--- config.mk ---
export PLATFORM = sky130hd
export DESIGN_NAME = jio_responder
export DESIGN_NICKNAME = d
export VERILOG_FILES = /design/src/rtl/jio_pkg.sv /design/src/rtl/jio_fifo.sv /design/src/rtl/jio_responder.sv
export SDC_FILE = /design/constraint.sdc
export NUM_CORES = 1
export LEC_CHECK = 0
export ABC_CLOCK_PERIOD_IN_PS = 5890
export CORE_UTILIZATION = 57
export DETAILED_ROUTE_END_ITERATION = 10
export PLACE_DENSITY = 0.91
export REMOVE_ABC_BUFFERS = 1
export SLEW_MARGIN = 20
export SYNTH_ARGS = -nofsm -noshare
export SYNTH_HDL_FRONTEND = slang
export SYNTH_HIERARCHICAL = 1
export SYNTH_SLANG_ARGS = --single-unit
--- constraint.sdc ---
create_clock -name CLK_clk -period 5.89 [get_ports CLK_clk]
set_clock_uncertainty 0.1 [all_clocks]
set_input_delay 0.8835 -clock CLK_clk [delete_from_list [all_inputs] [get_ports CLK_clk]]
set_output_delay 0.8835 -clock CLK_clk [all_outputs]
set_load 0.02 [all_outputs]
--- src/rtl/jio_pkg.sv ---
// Shared IO bus definitions for the CPU control unit and the device-side responder.
package jio_pkg;

  localparam logic IO_OUT  = 1'b1;
  localparam logic IO_IN   = 1'b0;
  localparam logic IO_ADDR = 1'b1;
  localparam logic IO_DATA = 1'b0;

  localparam logic [7:0] DEF_TTY_ADDR = 8'h01;
  localparam logic [7:0] DEF_KBD_ADDR = 8'h02;

  typedef enum logic [1:0] {
    IO_IN_DATA  = {IO_IN,  IO_DATA},
    IO_IN_ADDR  = {IO_IN,  IO_ADDR},
    IO_OUT_DATA = {IO_OUT, IO_DATA},
    IO_OUT_ADDR = {IO_OUT, IO_ADDR}
  } io_cycle_e;

  function automatic io_cycle_e io_decode(input logic io_io, input logic io_da);
    return io_cycle_e'({io_io, io_da});
  endfunction

  // The CPU numbers bus bits MSB-first, so bus bit i is device bit 7-i.
  function automatic logic [7:0] bit_rev(input logic [7:0] v);
    logic [7:0] r;
    r = '0;
    for (int unsigned i = 0; i < 8; i++) r[i] = v[7-i];
    return r;
  endfunction

endpackage

--- src/rtl/jio_fifo.sv ---
// Small synchronous FIFO with a combinational head; pop is resolved before push.
module jio_fifo
  import jio_pkg::*;
#(
  parameter int unsigned WIDTH = 8,
  parameter int unsigned DEPTH = 4
) (
  input  logic             clk,
  input  logic             reset,
  input  logic             push,
  input  logic [WIDTH-1:0] din,
  output logic             full,
  input  logic             pop,
  output logic             empty,
  output logic [WIDTH-1:0] head
);

  localparam int unsigned AW = $clog2(DEPTH);
  localparam int unsigned CW = AW + 1;

  logic [WIDTH-1:0] mem [DEPTH];
  logic [AW-1:0]    wr_ptr, rd_ptr;
  logic [CW-1:0]    count;
  logic             do_push, do_pop;

  always_comb begin
    full    = (count == CW'(DEPTH));
    empty   = (count == '0);
    head    = mem[rd_ptr];
    do_pop  = pop & ~empty;
    // A pop frees the slot that a same-cycle push into a full queue needs.
    do_push = push & (~full | do_pop);
  end

  always_ff @(posedge clk) begin
    if (reset) begin
      wr_ptr <= '0;
      rd_ptr <= '0;
      count  <= '0;
      for (int unsigned i = 0; i < DEPTH; i++) mem[i] <= '0;
    end else begin
      if (do_push) begin
        mem[wr_ptr] <= din;
        wr_ptr      <= wr_ptr + AW'(1);
      end
      if (do_pop) rd_ptr <= rd_ptr + AW'(1);
      case ({do_push, do_pop})
        2'b10:   count <= count + CW'(1);
        2'b01:   count <= count - CW'(1);
        default: count <= count;
      endcase
    end
  end

endmodule

--- src/rtl/jio_responder.sv ---
// Device-side end of the CPU IO bus: address select, TTY output queue and keyboard
// holding register, driven by the CPU set/enable strobes.
module jio_responder
  import jio_pkg::*;
#(
  parameter logic [7:0]  TTY_ADDR   = DEF_TTY_ADDR,
  parameter logic [7:0]  KBD_ADDR   = DEF_KBD_ADDR,
  parameter int unsigned FIFO_DEPTH = 4
) (
  input  logic       CLK_clk,
  input  logic       reset,
  input  logic       io_s,
  input  logic       io_e,
  input  logic       io_io,
  input  logic       io_da,
  input  logic [7:0] bus_in,
  output logic [7:0] bus_out,
  output logic       bus_oe,
  output logic [7:0] tx_data,
  output logic       tx_valid,
  input  logic       tx_ready,
  input  logic [7:0] rx_data,
  input  logic       rx_valid,
  output logic       rx_ready,
  output logic       overflow
);

  io_cycle_e  cycle;
  logic       s_q, e_q, s_rise, e_rise;
  logic [7:0] sel_addr, kbd_byte, push_byte;
  logic       kbd_full, consume;
  logic       push_req, pop, fifo_full, fifo_empty;

  always_comb begin
    cycle     = io_decode(io_io, io_da);
    s_rise    = io_s & ~s_q;
    e_rise    = io_e & ~e_q;
    push_req  = s_rise && (cycle == IO_OUT_DATA) && (sel_addr == TTY_ADDR);
    push_byte = bit_rev(bus_in);
    pop       = tx_ready & ~fifo_empty;
    tx_valid  = ~fifo_empty;
    rx_ready  = ~kbd_full;
    bus_oe    = io_e && (cycle == IO_IN_DATA) && (sel_addr == KBD_ADDR);
    consume   = e_rise & bus_oe;
    bus_out   = '0;
    if (bus_oe && kbd_full) bus_out = bit_rev(kbd_byte);
  end

  // Strobe-delay flops reset high so a strobe held across reset release is not an edge.
  always_ff @(posedge CLK_clk) begin
    if (reset) begin
      s_q      <= 1'b1;
      e_q      <= 1'b1;
      sel_addr <= '0;
      kbd_byte <= '0;
      kbd_full <= 1'b0;
      overflow <= 1'b0;
    end else begin
      s_q <= io_s;
      e_q <= io_e;
      if (s_rise && (cycle == IO_OUT_ADDR)) sel_addr <= bit_rev(bus_in);
      if (push_req && fifo_full && !pop) overflow <= 1'b1;
      if (consume) kbd_full <= 1'b0;
      if (rx_valid && !kbd_full) begin
        kbd_byte <= rx_data;
        kbd_full <= 1'b1;
      end
    end
  end

  jio_fifo #(
    .WIDTH (8),
    .DEPTH (FIFO_DEPTH)
  ) u_fifo (
    .clk   (CLK_clk),
    .reset (reset),
    .push  (push_req),
    .din   (push_byte),
    .full  (fifo_full),
    .pop   (pop),
    .empty (fifo_empty),
    .head  (tx_data)
  );

endmodule

Yosys cells after proc, flatten, opt, wreduce, memory -nomap -nowiden
Memory sizes are Yosys's and may differ from the RTL's. A register that Yosys moved wholly into a read port is not among the register bits.
Index checks and enable logic that the tools add are counted.
Widths: inputs -> output; s select.
{"block": "word_totals", "ff_bits": 27, "mem_bits_rw": 32, "input_bits": 24, "output_inout_bits": 20, "word_cells": 63, "mem_count": 1}
{"name": "u_fifo.mem", "depth": 4, "width": 8, "read_ports": 1, "rd_clocked_by_memory_dff": 1, "write_ports": 4, "line_no": "jio_fifo.sv:21", "source": "logic [WIDTH-1:0] mem [DEPTH];"}
{"block": "op_classes", "addsub": 4, "n_eq_ne": 7, "n_mux": 14, "n_bitwise": 12, "reduce_logical": 16}
{"op": "$mux 8", "n": 2}
{"op": "$logic_and 1x1->1", "n": 9}
{"op": "$eq 8x1->1 const B", "n": 1}
{"op": "$eq 8x2->1 const B", "n": 1}
{"op": "$mux 1", "n": 8}
{"op": "$reduce_or 8->1", "n": 1}
{"op": "$and 1x1->1", "n": 6}
{"op": "$eq 2x2->1 const B", "n": 3}
{"op": "$mux 2", "n": 3}
{"op": "$pmux 3 s2", "n": 1}
{"op": "$not 1->1", "n": 5}
{"op": "$add 2x1->2 const B", "n": 2}
{"op": "$reduce_bool 2->1", "n": 2}
{"op": "$add 3x1->3 const B", "n": 1}
{"op": "$eq 3x3->1 const B", "n": 1}
{"op": "$logic_not 3->1", "n": 1}
{"op": "$sub 3x1->3 const B", "n": 1}
{"op": "$eq 2x1->1 const B", "n": 1}
{"op": "$logic_not 1->1", "n": 2}
{"op": "$logic_not 2->1", "n": 1}
{"op": "$or 1x1->1", "n": 1}

Depth between registers and ports, before layout
{"block": "depth", "word_depth": 11, "mapped_depth": 9}

Hierarchy
Netlist, hierarchy kept.
{"module": "jio_fifo", "n_inst": 1, "cells_each": 131, "area_each_um2": 1876.8}
{"module": "jio_responder", "n_inst": 1, "cells_each": 95, "area_each_um2": 835.8}

Worst setup path before layout
Ideal clock, no wire load.
{"block": "synth_path", "kind": "in2reg", "start": "in io_s", "end": "reg u_fifo.count[1]", "t_arrival_ns": 2.679, "required_ns": 5.695, "path_slack_ns": 3.015, "stages": 9, "path_buffers": 1, "cell_sequence": "nand2_1 -> or4b_4 -> nor2_1 -> buf_2 -> nand2b_1 -> fa_1 -> nor2_1 -> o211ai_1 -> a221oi_1"}
{"block": "synth_between", "elab_chain_len": 6, "word_cells_on_any_way": 8, "classes_between": "eq/ne: 2; mux: 1; bitwise: 2; reduce/logical: 3"}
{"element": "from (decl)", "line_no": "jio_responder.sv:12", "source": "input logic io_s,"}
{"element": "$and 1x1->1 *", "line_no": "jio_responder.sv:36", "source": "s_rise = io_s & ~s_q;"}
{"element": "$logic_and 1x1->1 * (2 in a row)", "line_no": "jio_responder.sv:38", "source": "push_req = s_rise && (cycle == IO_OUT_DATA) && (sel_addr == TTY_ADDR);"}
{"element": "via push_req", "line_no": "jio_responder.sv:32", "source": "logic push_req, pop, fifo_full, fifo_empty;"}
{"element": "$and 1x1->1 *", "line_no": "jio_fifo.sv:32", "source": "do_push = push & (~full | do_pop);"}
{"element": "$eq 2x1->1 / $eq 2x2->1 (equally long branches)", "line_no": "jio_fifo.sv:47", "source": "case ({do_push, do_pop})"}
{"element": "$pmux 3 s2 / $reduce_bool 2->1 (equally long branches)"}
{"element": "to (signal assigned)", "line_no": "jio_fifo.sv:48", "source": "2'b10: count <= count + CW'(1);"}
{"element": "to (signal assigned)", "line_no": "jio_fifo.sv:49", "source": "2'b01: count <= count - CW'(1);"}
{"element": "to (signal assigned)", "line_no": "jio_fifo.sv:50", "source": "default: count <= count;"}
{"element": "to (decl)", "line_no": "jio_fifo.sv:23", "source": "logic [CW-1:0] count;"}
Mark *: on every way through the listed nets, which the timed path passes. The rest lies on a longest branch.
A chain may end at the register's enable or synchronous reset.

Worst setup path in the final report
{"block": "layout_path", "start": "in io_io", "end": "out bus_out[6]"}
{"block": "layout_between", "elab_chain_len": 5}
{"element": "from (decl)", "line_no": "jio_responder.sv:14", "source": "input logic io_io,"}
{"element": "$logic_not 2->1", "line_no": "jio_responder.sv:43", "source": "bus_oe = io_e && (cycle == IO_IN_DATA) && (sel_addr == KBD_ADDR);"}
{"element": "$logic_and 1x1->1 (2 in a row)", "line_no": "jio_responder.sv:43"}
{"element": "$logic_and 1x1->1", "line_no": "jio_responder.sv:46", "source": "if (bus_oe && kbd_full) bus_out = bit_rev(kbd_byte);"}
{"element": "$mux 8", "line_no": "jio_responder.sv:46"}
{"element": "to (decl)", "line_no": "jio_responder.sv:17", "source": "output logic [7:0] bus_out,"}
Every way passes these cells.

==> implementation parameters <==
Parameter                              Value

Run status
  Result of the run    finished with violations
  Violations in the final reports    design-rule violations

Detailed routing
  Number of vias in the routed layout    1827
  Post-detailed-route count of antenna-violating nets    0
  Mean routed wirelength per cell    15.4 um
  Pre-Repair DR Iteration Count    7
  Vias per Instance    5.55
  DRT Wirelength    5.06 mm
  Number of remaining DRC errors    1
  Violation count after the first detailed-route iteration    123

Timing
  Final hold violation count    0
  Peak Freq    265 MHz
  Number of max-slew violations in the final report    0
  Total setup violations reported at the end of the flow    0
  Final period demand of the worst path    3.78 ns
  Total negative slack for setup checks    0 ns
  Pin slew with the least headroom to its limit    0.887 ns
  Setup repair after global routing missed its margin    false
  Final hold slack    0.344 ns
  Share of the clock period used by the worst path    64.2%
  Rel. slew slack    40.7%

Finish
  Area growth syn-to-layout    24.1%
  Number of fill cells in the layout    296
  Fraction of layout cells with a size suffix above 1    11.6%
  Final core utilization    75.3%
  Final layout net count    297
  Antenna diode count    0

Setup path
  Critical Path AT    2.80 ns
  Endpoint required time on the critical path    4.91 ns
  Length in cells of the worst reg-to-reg path    5
  CP Class    input pin to primary output
  Most used cell, CP    sky130_fd_sc_hd__clkdlybuf4s50_1
  Crit path depth    5
  Kind of end point of the critical path    primary output
  Buffers plus inverters on the worst setup path    2
  CP cell instances    clkdlybuf4s50_1, nand4bb_1, and4bb_2, and2_1, clkdlybuf4s50_1
  Cell class contributing the biggest share of worst-path delay    buffers and inverters
  CP peak stage delay    0.60 ns
  Cell with the biggest individual delay on the critical path    sky130_fd_sc_hd__clkdlybuf4s50_1
  Startpoint types    input pin
  Critical Path Fanout Max    9

Synthesis
  Number of enable flip-flop cells after synthesis    32
  Synthesized netlist cell count    226
  Synth area leader    sky130_fd_sc_hd__edfxtp_1
  Post-synth ARST share    0%
  Combined area of all synthesized cells    2710 um2
  Number of flip-flops and latches in the synthesized netlist    61
  Post-synthesis sequential area ratio    56.8%
  Number of library cell types mapped by synthesis    40
  Synthesis warning total    6
  Main flop type after synthesis    sky130_fd_sc_hd__edfxtp_1
  Average instance area after synthesis    12.0 um2
  Cells taking the most area after synthesis    sky130_fd_sc_hd__edfxtp_1 (35%), sky130_fd_sc_hd__dfxtp_1 (21%), sky130_fd_sc_hd__and2_1 (9.2%)
  Area share of the largest cell type after synthesis    35.4%

Clock network
  H-Tree Depth    3
  Total of hold buffers inserted after clock tree synthesis    0
  Clock slew at reported path FFs    0.07 ns
  Post-CTS Resized    0
  TritonCTS clock tree    done
  TritonCTS Sinks    61
  Cts bufs inserted    9
  Largest buffer count on any clock path    2
  Clock Tree Root    sky130_fd_sc_hd__clkbuf_8
  Post-CTS Setup Repair Bufs    0
  Clk Latency, worst-skew pair    0.33 ns

Die
  Standard-cell rows    24
  DIE HEIGHT    71.0 um
  Die area    5040 um2
  Width of the die    71.0 um
  Number of top-level pins    44
  Initial Util    60.6%
  Core area    4470 um2

Global route
  Global router's overall resource usage    22.7%
  Maximum number of pins on one net before global-route repair    39
  Global-route wire length before repair    8.56 mm
  Initial antenna violation count    0
  Number of global-route vias before repair    1791
  Total gr overflow    0

Power and ir drop
  Pwr dens    258 nW/um2
  LEAKAGE    1.23 nW
  Maximum resistive drop on vdd    182 uV

Place
  RePlAce Congestion    0.768
  Post-DP HPWL    3.52 mm
  IO Port Bufs    43

Worst hold path
  Number of stages on the worst hold path    2
  Hold WC Path Type    flip-flop to flip-flop

Run
  Max capacitance violation total    0
==> worst paths after layout <==
path                                               start                              to  slack (ns)
worst max-delay path                               io_io                      bus_out[6]        2.11
worst min-delay path                      e_q$_SDFF_PP1_           kbd_full$_SDFFE_PP0P_        0.34
worst max register to register  sel_addr[1]$_SDFFE_PP0P_  u_fifo/mem[0][4]$_SDFFCE_PN0P_        2.87
worst min register to register            e_q$_SDFF_PP1_           kbd_full$_SDFFE_PP0P_        0.34
==> per-layer routing <==
| layer | part of all wire [%] | track usage, % | wire length [um] |
|---|---|---|---|
| met2 | 48 | 36.0 | 2410 |
| met5 | 0 | 0 | 0 |
| met1 | 45 | 28.9 | 2280 |
| met4 | 2.3 | 12.7 | 114 |
| met3 | 5.0 | 5.56 | 253 |
==> placed cells by master, fill, tap and decap left out, types with 2 or more instances in the layout <==
master	count
sky130_fd_sc_hd__or2_1	3
sky130_fd_sc_hd__nand3_1	2
sky130_fd_sc_hd__nand2b_1	4
sky130_fd_sc_hd__and3_1	2
sky130_fd_sc_hd__mux4_2	8
sky130_fd_sc_hd__and2_1	40
sky130_fd_sc_hd__clkinvlp_4	2
sky130_fd_sc_hd__clkbuf_8	9
sky130_fd_sc_hd__or4b_4	2
sky130_fd_sc_hd__xor2_1	5
sky130_fd_sc_hd__a211oi_1	2
sky130_fd_sc_hd__clkdlybuf4s50_1	43
sky130_fd_sc_hd__inv_1	5
sky130_fd_sc_hd__nand2_1	19
sky130_fd_sc_hd__nor2_1	21
sky130_fd_sc_hd__dfxtp_1	29
sky130_fd_sc_hd__edfxtp_1	32
sky130_fd_sc_hd__nor3_1	3
sky130_fd_sc_hd__a21oi_1	8
sky130_fd_sc_hd__clkinv_1	2
sky130_fd_sc_hd__o21bai_1	2
sky130_fd_sc_hd__nor2b_1	3
sky130_fd_sc_hd__mux2i_1	8
sky130_fd_sc_hd__o31a_1	2
==> kinds of logic after synthesis <==
group / share of synthesized area [%]
xor+xnor: 1.94
fa+ha+maj: 0.738
buf+inv: 2.12
simple gates: 23.0
compound gates: 5.26
mux: 10.1
flops: 56.8
==> power breakdown <==
| group | total (W) | internal [W] | switching (W) | leakage [nW] |
|---|---|---|---|---|
| sequential | 0.000463 | 0.000459 | 0.00000489 | 0.566 |
| clock | 0.000353 | 0.000192 | 0.000161 | 0.0903 |
| combinational | 0.0000527 | 0.0000276 | 0.0000250 | 0.569 |
==> Yosys cell counts (2+ instances only) <==
library cell                n
sky130_fd_sc_hd__a211oi_1   2
sky130_fd_sc_hd__a21oi_1    8
sky130_fd_sc_hd__and2_1    40
sky130_fd_sc_hd__and3_1     2
sky130_fd_sc_hd__buf_2      4
sky130_fd_sc_hd__clkbuf_1   4
sky130_fd_sc_hd__dfxtp_1   29
sky130_fd_sc_hd__edfxtp_1  32
sky130_fd_sc_hd__inv_1      5
sky130_fd_sc_hd__mux2i_1    8
sky130_fd_sc_hd__mux4_2     8
sky130_fd_sc_hd__nand2_1   19
sky130_fd_sc_hd__nand2b_1   4
sky130_fd_sc_hd__nand3_1    2
sky130_fd_sc_hd__nor2_1    21
sky130_fd_sc_hd__nor2b_1    3
sky130_fd_sc_hd__nor3_1     3
sky130_fd_sc_hd__o21bai_1   2
sky130_fd_sc_hd__o31a_1     2
sky130_fd_sc_hd__or2_1      3
sky130_fd_sc_hd__or4b_4     2
sky130_fd_sc_hd__xor2_1     5
==> cell type report <==
cell class | instances | area [um2] | area share [%]
clock buffer | 9 | 124 | 3.68
clock inverter | 7 | 66.3 | 1.97
inverter | 5 | 18.8 | 0.557
multi-input combinational | 151 | 1110 | 33.1
sequential | 61 | 1540 | 45.8
tap | 52 | 65.1 | 1.93
timing repair buffer | 44 | 438 | 13.0
==> flip-flops by register name (all words and copies together), names as in the netlist, named ones only <==
name           cells
e_q                1
s_q                1
overflow           1
sel_addr           8
u_fifo/wr_ptr      2
kbd_full           1
u_fifo/mem        32
u_fifo/count       3
kbd_byte           8
u_fifo/rd_ptr      2
==> worst register-to-register path: stages, from the launching register on <==
cell and delay, ns:
sky130_fd_sc_hd__dfxtp_1 0.34, sky130_fd_sc_hd__or4b_4 0.55, sky130_fd_sc_hd__nor2_1 0.57, sky130_fd_sc_hd__nand2_4 0.17, sky130_fd_sc_hd__nor4_2 0.55, sky130_fd_sc_hd__or2_1 0.41
==> stage by stage <==
| step | setup WS, ns | instances | total power [W] | instance area (um2) |
|---|---|---|---|---|
| detailed placement | 1.82 | 313 | 0.000525 | 3180 |
| global route | 1.98 | 329 | 0.000900 | 3370 |
| CTS | 2.12 | 329 | 0.000877 | 3370 |
| global placement | 1.97 | 313 | 0.000524 | 3180 |
| finish | 2.11 | 329 | 0.000869 | 3370 |
| floorplan | 2.79 | 217 | 0.000492 | 2670 |
Power figures use the tool's default switching activity.
